`src/rtl/sparc_mem_pkg.sv`:
```
// Shared definitions for the SPARC load/store path: op3 codes, RAM size codes,
// trap codes, access sizes, FSM encoding and the load-result extension helper.
package sparc_mem_pkg;

  localparam logic [5:0] OP3_LD   = 6'b000000;
  localparam logic [5:0] OP3_LDUB = 6'b000001;
  localparam logic [5:0] OP3_LDUH = 6'b000010;
  localparam logic [5:0] OP3_LDD  = 6'b000011;
  localparam logic [5:0] OP3_ST   = 6'b000100;
  localparam logic [5:0] OP3_STB  = 6'b000101;
  localparam logic [5:0] OP3_STH  = 6'b000110;
  localparam logic [5:0] OP3_STD  = 6'b000111;
  localparam logic [5:0] OP3_LDSB = 6'b001001;
  localparam logic [5:0] OP3_LDSH = 6'b001010;

  localparam logic [5:0] RAM_OP_LD_BYTE = 6'b000001;
  localparam logic [5:0] RAM_OP_LD_HALF = 6'b000010;
  localparam logic [5:0] RAM_OP_LD_WORD = 6'b001000;
  localparam logic [5:0] RAM_OP_ST_WORD = 6'b000100;
  localparam logic [5:0] RAM_OP_ST_BYTE = 6'b000101;
  localparam logic [5:0] RAM_OP_ST_HALF = 6'b000110;

  localparam logic [1:0] TRAP_NONE     = 2'b00;
  localparam logic [1:0] TRAP_MISALIGN = 2'b01;
  localparam logic [1:0] TRAP_ILLEGAL  = 2'b10;
  localparam logic [1:0] TRAP_BUS      = 2'b11;

  typedef enum logic [1:0] {
    SZ_BYTE = 2'd0,
    SZ_HALF = 2'd1,
    SZ_WORD = 2'd2,
    SZ_DBL  = 2'd3
  } size_t;

  typedef enum logic [2:0] {
    ST_IDLE  = 3'd0,
    ST_ISSUE = 3'd1,
    ST_WAIT  = 3'd2,
    ST_GAP   = 3'd3,
    ST_DONE  = 3'd4
  } state_t;

  // The RAM returns sub-word data right-justified; upper bits are don't-care.
  function automatic logic [31:0] load_extend(input size_t size, input logic is_signed,
                                              input logic [31:0] dout);
    logic [31:0] res;
    case (size)
      SZ_BYTE: res = is_signed ? {{24{dout[7]}}, dout[7:0]} : {24'h000000, dout[7:0]};
      SZ_HALF: res = is_signed ? {{16{dout[15]}}, dout[15:0]} : {16'h0000, dout[15:0]};
      default: res = dout;
    endcase
    return res;
  endfunction

endpackage

```
`src/rtl/ldst_decode.sv`:
```
// Combinational op3 decoder: access size, signedness, direction, RAM size code,
// legality and address alignment check.
module ldst_decode
  import sparc_mem_pkg::*;
(
  input  logic [5:0] op3,
  input  logic [2:0] addr,
  output size_t      size,
  output logic       is_signed,
  output logic       is_double,
  output logic       is_store,
  output logic [5:0] ram_op,
  output logic       legal,
  output logic       aligned
);

  // op3 to access attributes and RAM size code
  always_comb begin
    size      = SZ_WORD;
    is_signed = 1'b0;
    is_double = 1'b0;
    is_store  = 1'b0;
    ram_op    = 6'b000000;
    legal     = 1'b1;
    case (op3)
      OP3_LD:   ram_op = RAM_OP_LD_WORD;
      OP3_LDUB: begin size = SZ_BYTE; ram_op = RAM_OP_LD_BYTE; end
      OP3_LDUH: begin size = SZ_HALF; ram_op = RAM_OP_LD_HALF; end
      OP3_LDSB: begin size = SZ_BYTE; is_signed = 1'b1; ram_op = RAM_OP_LD_BYTE; end
      OP3_LDSH: begin size = SZ_HALF; is_signed = 1'b1; ram_op = RAM_OP_LD_HALF; end
      OP3_LDD:  begin size = SZ_DBL; is_double = 1'b1; ram_op = RAM_OP_LD_WORD; end
      OP3_ST:   begin is_store = 1'b1; ram_op = RAM_OP_ST_WORD; end
      OP3_STB:  begin size = SZ_BYTE; is_store = 1'b1; ram_op = RAM_OP_ST_BYTE; end
      OP3_STH:  begin size = SZ_HALF; is_store = 1'b1; ram_op = RAM_OP_ST_HALF; end
      OP3_STD:  begin size = SZ_DBL; is_double = 1'b1; is_store = 1'b1; ram_op = RAM_OP_ST_WORD; end
      default:  legal = 1'b0;
    endcase
  end

  // natural alignment for the decoded size
  always_comb begin
    aligned = 1'b1;
    case (size)
      SZ_BYTE: aligned = 1'b1;
      SZ_HALF: aligned = ~addr[0];
      SZ_WORD: aligned = ~|addr[1:0];
      SZ_DBL:  aligned = ~|addr;
      default: aligned = 1'b1;
    endcase
  end

endmodule

```
`src/rtl/ldst_ctrl.sv`:
```
// Load/store controller: drives the RAM MOV/MOC handshake, splits doubles into
// two word accesses, extends sub-word loads and reports trap codes.
module ldst_ctrl
  import sparc_mem_pkg::*;
#(
  parameter int TIMEOUT = 15
) (
  input  logic        clk,
  input  logic        rst_n,
  input  logic        req,
  input  logic [5:0]  op3,
  input  logic [8:0]  addr,
  input  logic [31:0] wdata_hi,
  input  logic [31:0] wdata_lo,
  output logic        busy,
  output logic        done,
  output logic [1:0]  trap,
  output logic [31:0] rdata_hi,
  output logic [31:0] rdata_lo,
  output logic        mem_mov,
  output logic        mem_rw,
  output logic [8:0]  mem_addr,
  output logic [31:0] mem_din,
  output logic [5:0]  mem_op,
  input  logic        mem_moc,
  input  logic [31:0] mem_dout
);

  state_t      state_r, state_nxt_s;
  size_t       dec_size_s, size_r;
  logic        dec_signed_s, dec_double_s, dec_store_s, dec_legal_s, dec_aligned_s;
  logic [5:0]  dec_ram_op_s;
  logic        signed_r, double_r, second_r;
  logic [31:0] wdata_lo_r;
  logic [7:0]  cnt_r;
  logic        timeout_s;

  ldst_decode u_decode (
    .op3       (op3),
    .addr      (addr[2:0]),
    .size      (dec_size_s),
    .is_signed (dec_signed_s),
    .is_double (dec_double_s),
    .is_store  (dec_store_s),
    .ram_op    (dec_ram_op_s),
    .legal     (dec_legal_s),
    .aligned   (dec_aligned_s)
  );

  assign timeout_s = (cnt_r == 8'(TIMEOUT - 1));

  // FSM state register
  always_ff @(posedge clk or negedge rst_n) begin
    if (!rst_n) state_r <= ST_IDLE;
    else        state_r <= state_nxt_s;
  end

  // FSM next-state logic
  always_comb begin
    state_nxt_s = state_r;
    case (state_r)
      ST_IDLE: begin
        if (req) begin
          if (dec_legal_s && dec_aligned_s) state_nxt_s = ST_ISSUE;
          else                              state_nxt_s = ST_DONE;
        end else begin
          state_nxt_s = ST_IDLE;
        end
      end
      ST_ISSUE: state_nxt_s = ST_WAIT;
      ST_WAIT: begin
        if (mem_moc) begin
          if (double_r && !second_r) state_nxt_s = ST_GAP;
          else                       state_nxt_s = ST_DONE;
        end else if (timeout_s) begin
          state_nxt_s = ST_DONE;
        end else begin
          state_nxt_s = ST_WAIT;
        end
      end
      ST_GAP:  state_nxt_s = ST_ISSUE;
      ST_DONE: state_nxt_s = ST_IDLE;
      default: state_nxt_s = ST_IDLE;
    endcase
  end

  // datapath, RAM interface and status registers
  always_ff @(posedge clk or negedge rst_n) begin
    if (!rst_n) begin
      busy       <= 1'b0;
      done       <= 1'b0;
      trap       <= TRAP_NONE;
      rdata_hi   <= 32'h0000_0000;
      rdata_lo   <= 32'h0000_0000;
      mem_mov    <= 1'b0;
      mem_rw     <= 1'b1;
      mem_addr   <= 9'h000;
      mem_din    <= 32'h0000_0000;
      mem_op     <= 6'b000000;
      size_r     <= SZ_WORD;
      signed_r   <= 1'b0;
      double_r   <= 1'b0;
      second_r   <= 1'b0;
      wdata_lo_r <= 32'h0000_0000;
      cnt_r      <= 8'h00;
    end else begin
      busy <= (state_nxt_s != ST_IDLE);
      done <= (state_r == ST_DONE);
      case (state_r)
        ST_IDLE: begin
          if (req) begin
            if (!dec_legal_s) begin
              trap <= TRAP_ILLEGAL;
            end else if (!dec_aligned_s) begin
              trap <= TRAP_MISALIGN;
            end else begin
              trap       <= TRAP_NONE;
              mem_mov    <= 1'b1;
              mem_rw     <= ~dec_store_s;
              mem_addr   <= addr;
              mem_din    <= wdata_hi;
              mem_op     <= dec_ram_op_s;
              size_r     <= dec_size_s;
              signed_r   <= dec_signed_s;
              double_r   <= dec_double_s;
              second_r   <= 1'b0;
              wdata_lo_r <= wdata_lo;
            end
          end
        end
        // MOC may still be high from the previous access here, so it is ignored
        ST_ISSUE: cnt_r <= 8'h00;
        ST_WAIT: begin
          if (mem_moc) begin
            mem_mov <= 1'b0;
            if (mem_rw) begin
              if (!double_r)     rdata_hi <= load_extend(size_r, signed_r, mem_dout);
              else if (second_r) rdata_lo <= mem_dout;
              else               rdata_hi <= mem_dout;
            end
            if (double_r && !second_r) begin
              second_r <= 1'b1;
              mem_addr <= mem_addr + 9'd4;
              mem_din  <= wdata_lo_r;
            end
          end else if (timeout_s) begin
            mem_mov <= 1'b0;
            trap    <= TRAP_BUS;
          end else begin
            cnt_r <= cnt_r + 8'd1;
          end
        end
        ST_GAP:  mem_mov <= 1'b1;
        default: cnt_r <= cnt_r;
      endcase
    end
  end

endmodule

```
`config.mk`:
```
export PLATFORM = sky130hd
export DESIGN_NAME = ldst_ctrl
export DESIGN_NICKNAME = d
export VERILOG_FILES = /design/src/rtl/sparc_mem_pkg.sv /design/src/rtl/ldst_decode.sv /design/src/rtl/ldst_ctrl.sv
export SDC_FILE = /design/constraint.sdc
export NUM_CORES = 1
export LEC_CHECK = 0
export CORE_MARGIN = 2
export CORE_UTILIZATION = 38
export DETAILED_ROUTE_END_ITERATION = 8
export PLACE_DENSITY_LB_ADDON = 0.12
export SLEW_MARGIN = 10
export SYNTH_ARGS = -nofsm -noshare
export SYNTH_HDL_FRONTEND = slang
export SYNTH_HIERARCHICAL = 1
export SYNTH_SLANG_ARGS = --single-unit
export TNS_END_PERCENT = 1
```
`constraint.sdc`:
```
create_clock -name clk -period 5.2 [get_ports clk]
set_input_delay 0.52 -clock clk [delete_from_list [all_inputs] [get_ports clk]]
set_output_delay 0.52 -clock clk [all_outputs]
set_load 0.02 [all_outputs]
```
==> results of run 1 <==
==> logic make-up after synthesis <==
| family | count (synthesis) |
|---|---|
| DFF | 165 |
| and+or+nand+nor | 109 |
| AOI/OAI and AO/OA | 161 |
| adders and majority gates | 3 |
| muxes | 119 |
| xor gates and xnor gates | 4 |
| other | 1 |
| buffers and inverters | 51 |
==> cell type report <==
| class | count | area [um2] |
|---|---|---|
| timing repair buffer | 240 | 2380 |
| tap | 234 | 293 |
| sequential | 165 | 4130 |
| inverter | 9 | 33.8 |
| fill | 1575 | 8330 |
| clock buffer | 19 | 453 |
| clock inverter | 11 | 198 |
| multi-input combinational | 398 | 2950 |
==> path summary, 6_finish.rpt <==
kind / slack, ns / end / start / cells past startpoint
max: 1.91 / wdata_lo_r[19] / op3[1] / 8
min in group clk: 0.48 / rdata_hi[29] / rdata_hi[29] / 2
min: 0.13 / rdata_lo[5] / rst_n / 1
min reg2reg: 0.48 / rdata_hi[29] / rdata_hi[29] / 2
max reg2reg: 2.20 / rdata_lo[25] / state_r[1] / 3
max in group asynchronous: 4.00 / wdata_lo_r[17] / rst_n / 2
==> cell usage after synthesis (6+ instances only) <==
| cell | instances |
|---|---|
| nand3_1 | 8 |
| a21oi_1 | 30 |
| mux2_4 | 20 |
| inv_1 | 9 |
| nor2_1 | 15 |
| mux2_2 | 55 |
| nand2_1 | 42 |
| buf_4 | 6 |
| mux2_1 | 8 |
| o21ai_0 | 96 |
| clkbuf_1 | 28 |
| mux2i_1 | 36 |
| dfrtp_1 | 163 |
==> flip-flops by register name, summed over array words and instances (netlist names) <==
name / cells
state_r: 3
signed_r: 1
trap: 2
double_r: 1
mem_op: 6
second_r: 1
mem_addr: 9
size_r: 2
rdata_hi: 32
mem_rw: 1
rdata_lo: 32
mem_din: 32
wdata_lo_r: 32
busy: 1
done: 1
mem_mov: 1
cnt_r: 8
==> layer usage <==
metal,vias to the layer above,global-route usage,part of all wire
met5,-,0,0
met4,0,0.0620,0.011
met3,14,0.0700,0.089
met2,209,0.312,0.47
met1,2736,0.243,0.43
li1,2625,-,-
==> per-stage QoR <==
step | util | cells | setup slack, ns
2_1_floorplan | - | 614 | 2.55
3_3_place_gp | 0.522 | 1046 | 1.61
3_5_place_dp | 0.522 | 1046 | 1.46
4_1_cts | 0.556 | 1076 | 1.90
5_1_grt | 0.556 | 1076 | 1.64
6_report | 0.556 | 1076 | 1.91
==> worst register-to-register path: cells and delay by family (launching register included) <==
kind	cells	cell delay (ns)
simple gates	2	1.78
flops	1	0.56
mux	1	0.54
==> power groups by stage <==
stage          logic [mW]  registers (mW)  clock network (mW)
2_1_floorplan       0.305            1.81                   0
3_3_place_gp        0.961            1.66                   0
3_5_place_dp        0.979            1.67                   0
4_1_cts             0.985            1.65                1.42
5_1_grt              1.06            1.68                1.48
6_report            0.971            1.65                1.39
==> metrics.txt, run 1 <==
outcome finished, final reports clean; share of the synthesized area in the top cell type 0.560; post-cts hold buffer count 0; cell family with most CP delay buffers and inverters; PortBufs 231; die outline area 20300 um2; WP buf/inv 2; register area share after synthesis 0.568; die width 142 um; Sw Ratio 0.283; Final Cycle Share 0.633; internal power 2.87 mW; post-synthesis compound-gate area fraction 0.123; Post-DP Area 9790 um2; sequential share of power 0.411; mux cell area share after synthesis 0.188; H-tree levels 4; Routed WL 19.1 mm; #FFs+latches synth 165; first-pass GRT wire length 30.8 mm; vias per std cell 5.19; Ports 232; CTS tree built; Synth Area in XOR/XNOR 0.00481; max-cap viol count 0; Synth Area in Simple Gates 0.0775; clock network power share 0.347; row cnt 50; startpoint types input port; number of synthesized flops with an enable pin 0; kind of critical path input port to flip-flop; clock buffer depth 2; power density over the cells 384 nW/um2; initial antenna violation count 0; slowest CP cell clkdlybuf4s50_1; GRT Overall Usage 0.193; Reg clk slew, reported paths 0.06 ns; largest net degree at the start of global routing 76; layout cell share with drive strength beyond 1 0.157; Yosys warning count 6; WP data required 5.50 ns; GRT overflow 0; Net Switching 1.13 mW; Nets 949; Die Y 142 um; Mean Syn Cell Area 11.9 um2; Fin. Hold Viols 0; crit path max fanout 26; Post-Layout Inst Area 10400 um2; Post-Route Skew 0.0125 ns; initial DRC count 260; setup total negative slack 0 ns; Final GP Congestion 0.872; post-layout minimum cycle time 3.29 ns; worst-margin pin slew 1.10 ns; # DRC 0; DR pass1 iterations 5; Final ANT Viol Nets 0; largest cells by area after synthesis dfrtp_1 56%, mux2_2 8.5%, o21ai_0 6.6%, mux2i_1 5.0%, mux2_4 4.1%; Distinct cells, synth 59; Inserted Diodes 0; Synth-to-Final Area Change 43.4%; Max Slew Vio Count 0; Num Clock Sinks 165; Initial Utilization 0.388; relative slew slack 0.264; cell area after synthesis 7280 um2; Worst Hold Class input port to asynchronous set/reset pin; Comb power frac 0.242; worst skew pair latency 0.42 ns; synthesized instance count 613; Fmax 0.304 GHz; total number of vias 5584; Root Driver clkbuf_16; Setup-failing EPs final 0; critical-path cell list clkdlybuf4s50_1 > xor2_1 > nand2b_1 > a21boi_0 > nand2_1 > nor2_4 > buf_4 > mux2_2; fraction of registers with async set/reset 1.00; VDD IR-drop max 0.000213 V; Inserted Clock Buffers 17; Adder-Cell Fraction of Synth Area 0.00516; RSZ-0062 raised after global routing false; most frequent cells in the layout 230 x clkdlybuf4s50_1, 163 x dfrtp_1, 96 x o21ai_0; Main synth FF type dfrtp_1; most common cell after layout, fill and taps aside clkdlybuf4s50_1; postcts setup bufs 0; Crit. End Element flip-flop; Leak 4.47 nW; DP Wirelength 13.3 mm; hold_ws 0.126 ns; total power 4.01 mW; drt wl/cell 17.8 um; Critical Path AT 3.59 ns; vias in the first global route 5844; Worst path max stage delay 0.56 ns; area leader, netlist dfrtp_1; core area 18800 um2; largest family of logic cells by synthesized area multiplexers; post-cts sizing count 0
No activity file was read; power rests on OpenSTA's default activity.
==> run 2: changes to the inputs <==
Clock period 5.2 ns to 2.8 ns, I/O delays scaled along.
==> run 2 against run 1 <==
Compared with the run above:
- die area is the same
- sequential power grew 85%
- wire length grew 1.5%
- final cell count grew 1.6%
- worst setup slack lost 1.4 ns
- sequential share of layout area shrank 0.62 points
- critical path depth shrank 4
- hold slack gained 0.33 ns
- first-iteration DRC count is the same
- power grew 83%
- critical endpoint is now rdata_lo[2]
- highest routed layer unchanged
==> metrics.txt, run 2 (same netlist as run 1, synthesis figures left out) <==
outcome finished, final reports clean; FF-to-FF End rdata_lo[2]; total number of vias 5584; Critical Path AT 2.61 ns; Worst Hold Class input port to flip-flop; Fin. Hold Viols 0; most frequent cells in the layout 230 x clkdlybuf4s50_1, 163 x dfrtp_1, 96 x o21ai_0; first-pass GRT wire length 31.3 mm; Initial Utilization 0.388; clock network power share 0.332; pre-CTS setup slack 0.113 ns; setup total negative slack 0 ns; Synth-to-Final Area Change 45.7%; Fmax 0.435 GHz; PortBufs 231; DR pass1 iterations 4; most common cell after layout, fill and taps aside clkdlybuf4s50_1; post-cts hold buffer count 1; worst r2r path cells 4; crit path max fanout 32; vias in the first global route 5872; # DRC 0; CP startpoint state_r[1]; Root Driver clkbuf_16; GRT overflow 0; postcts setup bufs 0; Post-DP Area 9980 um2; sequential share of power 0.416; Post-Layout Inst Area 10600 um2; DP Wirelength 13.8 mm; worst-margin pin slew 0.746 ns; CTS tree built; internal power 5.17 mW; Net Switching 2.16 mW; Inserted Clock Buffers 17; largest net degree at the start of global routing 77; Inserted Diodes 0; max-cap viol count 0; Post-Route Skew 0.00957 ns; vias per std cell 5.11; initial DRC count 260; H-tree levels 4; Final GP Congestion 0.852; GRT Overall Usage 0.197; layout cell share with drive strength beyond 1 0.171; Die Y 142 um; Sw Ratio 0.294; clock buffer depth 2; FF-to-FF setup slack 0.50 ns; Setup-failing EPs final 0; setup ws final 0.499 ns; Routed WL 19.4 mm; WP data required 3.11 ns; fillers 1566; die width 142 um; die outline area 20300 um2; Final ANT Viol Nets 0; worst skew pair latency 0.43 ns; startpoint types flip-flop; Comb power frac 0.252; FF-to-FF Start state_r[1]; RSZ-0062 raised after global routing false; post-layout minimum cycle time 2.30 ns; VDD IR-drop max 0.000434 V; power density over the cells 691 nW/um2; Max Slew Vio Count 0; hold_ws 0.460 ns; relative slew slack 0.503; post-cts sizing count 0; drt wl/cell 17.8 um; row cnt 50; Core Util, Final 0.565; Critical Path End rdata_lo[2]; Num Clock Sinks 165; Final Cycle Share 0.822; Reg clk slew, reported paths 0.07 ns; core area 18800 um2; Nets 964; kind of critical path flip-flop to flip-flop; Ports 232; initial antenna violation count 0; Crit. End Element flip-flop; Leak 4.55 nW
==> run 2: cell count changes in the layout (fill, tap and decap cells not counted) <==
cell           change
inv_8              +1
bufinv_16          -2
clkbuf_1           +1
dlygate4sd3_1      +1
clkbuf_8           -1
clkinvlp_4         +3
inv_6              +1
clkinv_4           -1
buf_4              +7
buf_12             +7
==> run 2: layout make-up <==
type / instances / area, um2 / share of cell area
clock buffers: 19 / 443 / 0.0418
clock inverters: 13 / 171 / 0.0162
inverters: 9 / 33.8 / 0.00319
multi-input cells: 398 / 2950 / 0.278
flip-flops and latches: 165 / 4130 / 0.390
well taps: 234 / 293 / 0.0276
repair buffers: 255 / 2580 / 0.244
==> run 2: worst max-delay path, cell delays in order, from the launching register on <==
cell and delay, ns:
dfrtp_1 0.46, or3b_1 0.40, or4_2 0.61, buf_4 0.31, mux2_4 0.37
==> run 2: worst min path at each step <==
stage / from / endpoint / slack [ns] / cells after the start
finish: wdata_lo[25] / wdata_lo_r[25] / 0.46 / 2
detailed placement: rst_n / rdata_hi[5] / 0.38 / 1
global route: wdata_lo[20] / wdata_lo_r[20] / 0.45 / 2
floorplan: rst_n / busy / -0.02 / 0
CTS: wdata_lo[0] / wdata_lo_r[0] / 0.44 / 2
global placement: rst_n / rdata_lo[5] / 0.37 / 1
==> run 2: stage by stage <==
step                      total power [mW]  cells
final                                 7.33   1093
after CTS                             7.42   1093
after global routing                  7.71   1093
after detailed placement              4.95   1060
after floorplan                       3.93    614
after global placement                4.90   1060
==> run 2: routing by layer <==
metal | routed length (um) | up-vias | share of wire | GRT usage
li1 | - | 2662 | - | -
met3 | 1640 | 20 | 0.084 | 0.0693
met1 | 8370 | 2710 | 0.43 | 0.245
met4 | 298 | 0 | 0.015 | 0.0610
met2 | 9130 | 192 | 0.47 | 0.323
met5 | 0 | - | 0 | 0
==> run 2: power groups by stage <==
stage	clock network [mW]	logic, mW	registers [mW]
final	2.43	1.84	3.05
after floorplan	0	0.567	3.36
after CTS	2.50	1.87	3.05
after global routing	2.61	1.99	3.11
after global placement	0	1.83	3.07
after detailed placement	0	1.86	3.09
==> run 3: changes to the inputs <==
Clock period 2.8 ns to 2.35 ns, I/O delays scaled along.
==> run 3 against run 2 <==
Compared with the run above:
- sequential share of layout area down 0.43 points
- combinational power increased by 21%
- critical path type unchanged
- final cell count is 1.4% higher
- largest power group unchanged
- flip-flop and latch count unchanged
==> metrics.txt, run 3 (same netlist as run 1, synthesis figures left out) <==
die outline area 20300 um2; total number of vias 5686; Post-Layout Inst Area 10700 um2; most common cell after layout, fill and taps aside clkdlybuf4s50_1; clock buffer depth 2; sequential share of power 0.422; H-tree levels 4; Leak 4.63 nW; Core Util, Final 0.571; crit path max fanout 33; Synth-to-Final Area Change 47.3%; Worst path max stage delay 0.65 ns; Max Slew Vio Count 0; Nets 979; initial antenna violation count 0; core area 18800 um2; Comb power frac 0.258; kind of critical path flip-flop to flip-flop; DR pass1 iterations 4; non-filler cells, final 1108; drt wl/cell 17.5 um; Inserted Clock Buffers 17; clock network power share 0.320; total power 8.61 mW; relative slew slack 0.623; Post-DP Area 10100 um2; Setup-failing EPs final 0; first-pass GRT wire length 31.2 mm; Crit. End Element flip-flop; post-layout minimum cycle time 2.22 ns; Fin. Hold Viols 0; startpoint types flip-flop; Num Clock Sinks 165; Post-Route Skew 0.00841 ns; vias in the first global route 5931; VDD IR-drop max 0.000535 V; most frequent cells in the layout 230 x clkdlybuf4s50_1, 163 x dfrtp_1, 96 x o21ai_0; initial DRC count 283; row cnt 50; CTS tree built; internal power 5.99 mW; hold_ws 0.290 ns; Fmax 0.451 GHz; Initial Utilization 0.388; worst-margin pin slew 0.558 ns; Reg clk slew, reported paths 0.07 ns; power density over the cells 803 nW/um2; GRT Overall Usage 0.195; max-cap viol count 0; layout cell share with drive strength beyond 1 0.186; Worst Hold Class input port to asynchronous set/reset pin; Final Cycle Share 0.945; Sw Ratio 0.305; Critical Path AT 2.52 ns; critical-path cell list or3b_1 > or4_2 > buf_12 > mux2_1; RSZ-0062 raised after global routing false; Routed WL 19.4 mm; placed cell count 1075; slowest CP cell or4_2; FF/Latch Area 4130 um2; # DRC 0; die width 142 um; worst skew pair latency 0.43 ns; Root Driver clkbuf_16; PortBufs 231; largest net degree at the start of global routing 70; Final ANT Viol Nets 0; multi-input logic area 2970 um2; DP Wirelength 13.9 mm; fillers 1546; Die Y 142 um; outcome finished, final reports clean; Ports 232; WP data required 2.65 ns; vias per std cell 5.13; Final GP Congestion 0.825; GRT overflow 0; Net Switching 2.63 mW; Inserted Diodes 0
[run 3: changes by cell type in the layout (fill, tap and decap cells not counted)]
cell	delta
a21oi_1	-1
a2111oi_2	-1
buf_12	+2
buf_4	+13
clkinv_2	-1
a21oi_2	+1
clkinvlp_4	-3
clkinv_4	+3
bufinv_16	-2
inv_6	+3
a2111oi_4	+1
[run 3: path summary, 6_finish.rpt]
check | start | to | slack (ns) | cells past startpoint
setup / recovery | state_r[1] | rdata_lo[27] | 0.13 | 4
hold / removal | rst_n | rdata_hi[4] | 0.29 | 2
setup reg to reg | state_r[1] | rdata_lo[27] | 0.13 | 4
hold reg to reg | rdata_hi[17] | rdata_hi[17] | 0.48 | 2
max in group asynchronous | rst_n | wdata_lo_r[24] | 1.32 | 3
min in group clk | wdata_lo[1] | wdata_lo_r[1] | 0.42 | 2
[run 3: layout make-up]
class / instances / area share
repair buffers: 270 / 0.254
inverters: 9 / 0.00315
flip-flops and latches: 165 / 0.385
well taps: 234 / 0.0273
clock inverters: 13 / 0.0127
multi-input cells: 398 / 0.277
clock buffers: 19 / 0.0413
[run 3: power groups by stage]
stage	registers (mW)	clock network, mW	logic [mW]
2_1_floorplan	4.01	0	0.677
3_3_place_gp	3.66	0	2.20
3_5_place_dp	3.69	0	2.24
4_1_cts	3.64	2.82	2.25
5_1_grt	3.71	2.93	2.41
6_report	3.64	2.75	2.22
[run 3: stage by stage]
step	TNS, ns	setup WS [ns]
after floorplan	0	0.132
after global placement	-11.35	-0.194
after detailed placement	-17.39	-0.252
after CTS	0	0.128
after global routing	0	0.0331
final	0	0.130
[run 3: critical path, delay by kind of cell (launching register included)]
| kind | cells | cell delay, ns |
|---|---|---|
| multiplexers | 1 | 0.35 |
| buffers and inverters | 1 | 0.21 |
| flip-flops | 1 | 0.46 |
| AND/OR/NAND/NOR | 2 | 1.04 |
[run 3: timing repair]
action / CTS / global route
hold buffers: 1 / 0
buffers inserted: 0 / 0
setup endpoints to repair: 0 / 1
endpoints found under the hold margin: 42 / 0
gates resized for setup: 0 / 1
[run 3: per-layer routing]
metal / share of wire / global-route usage
met2: 0.48 / 0.317
met4: 0.015 / 0.0516
met5: 0 / 0
met3: 0.083 / 0.0720
met1: 0.42 / 0.247
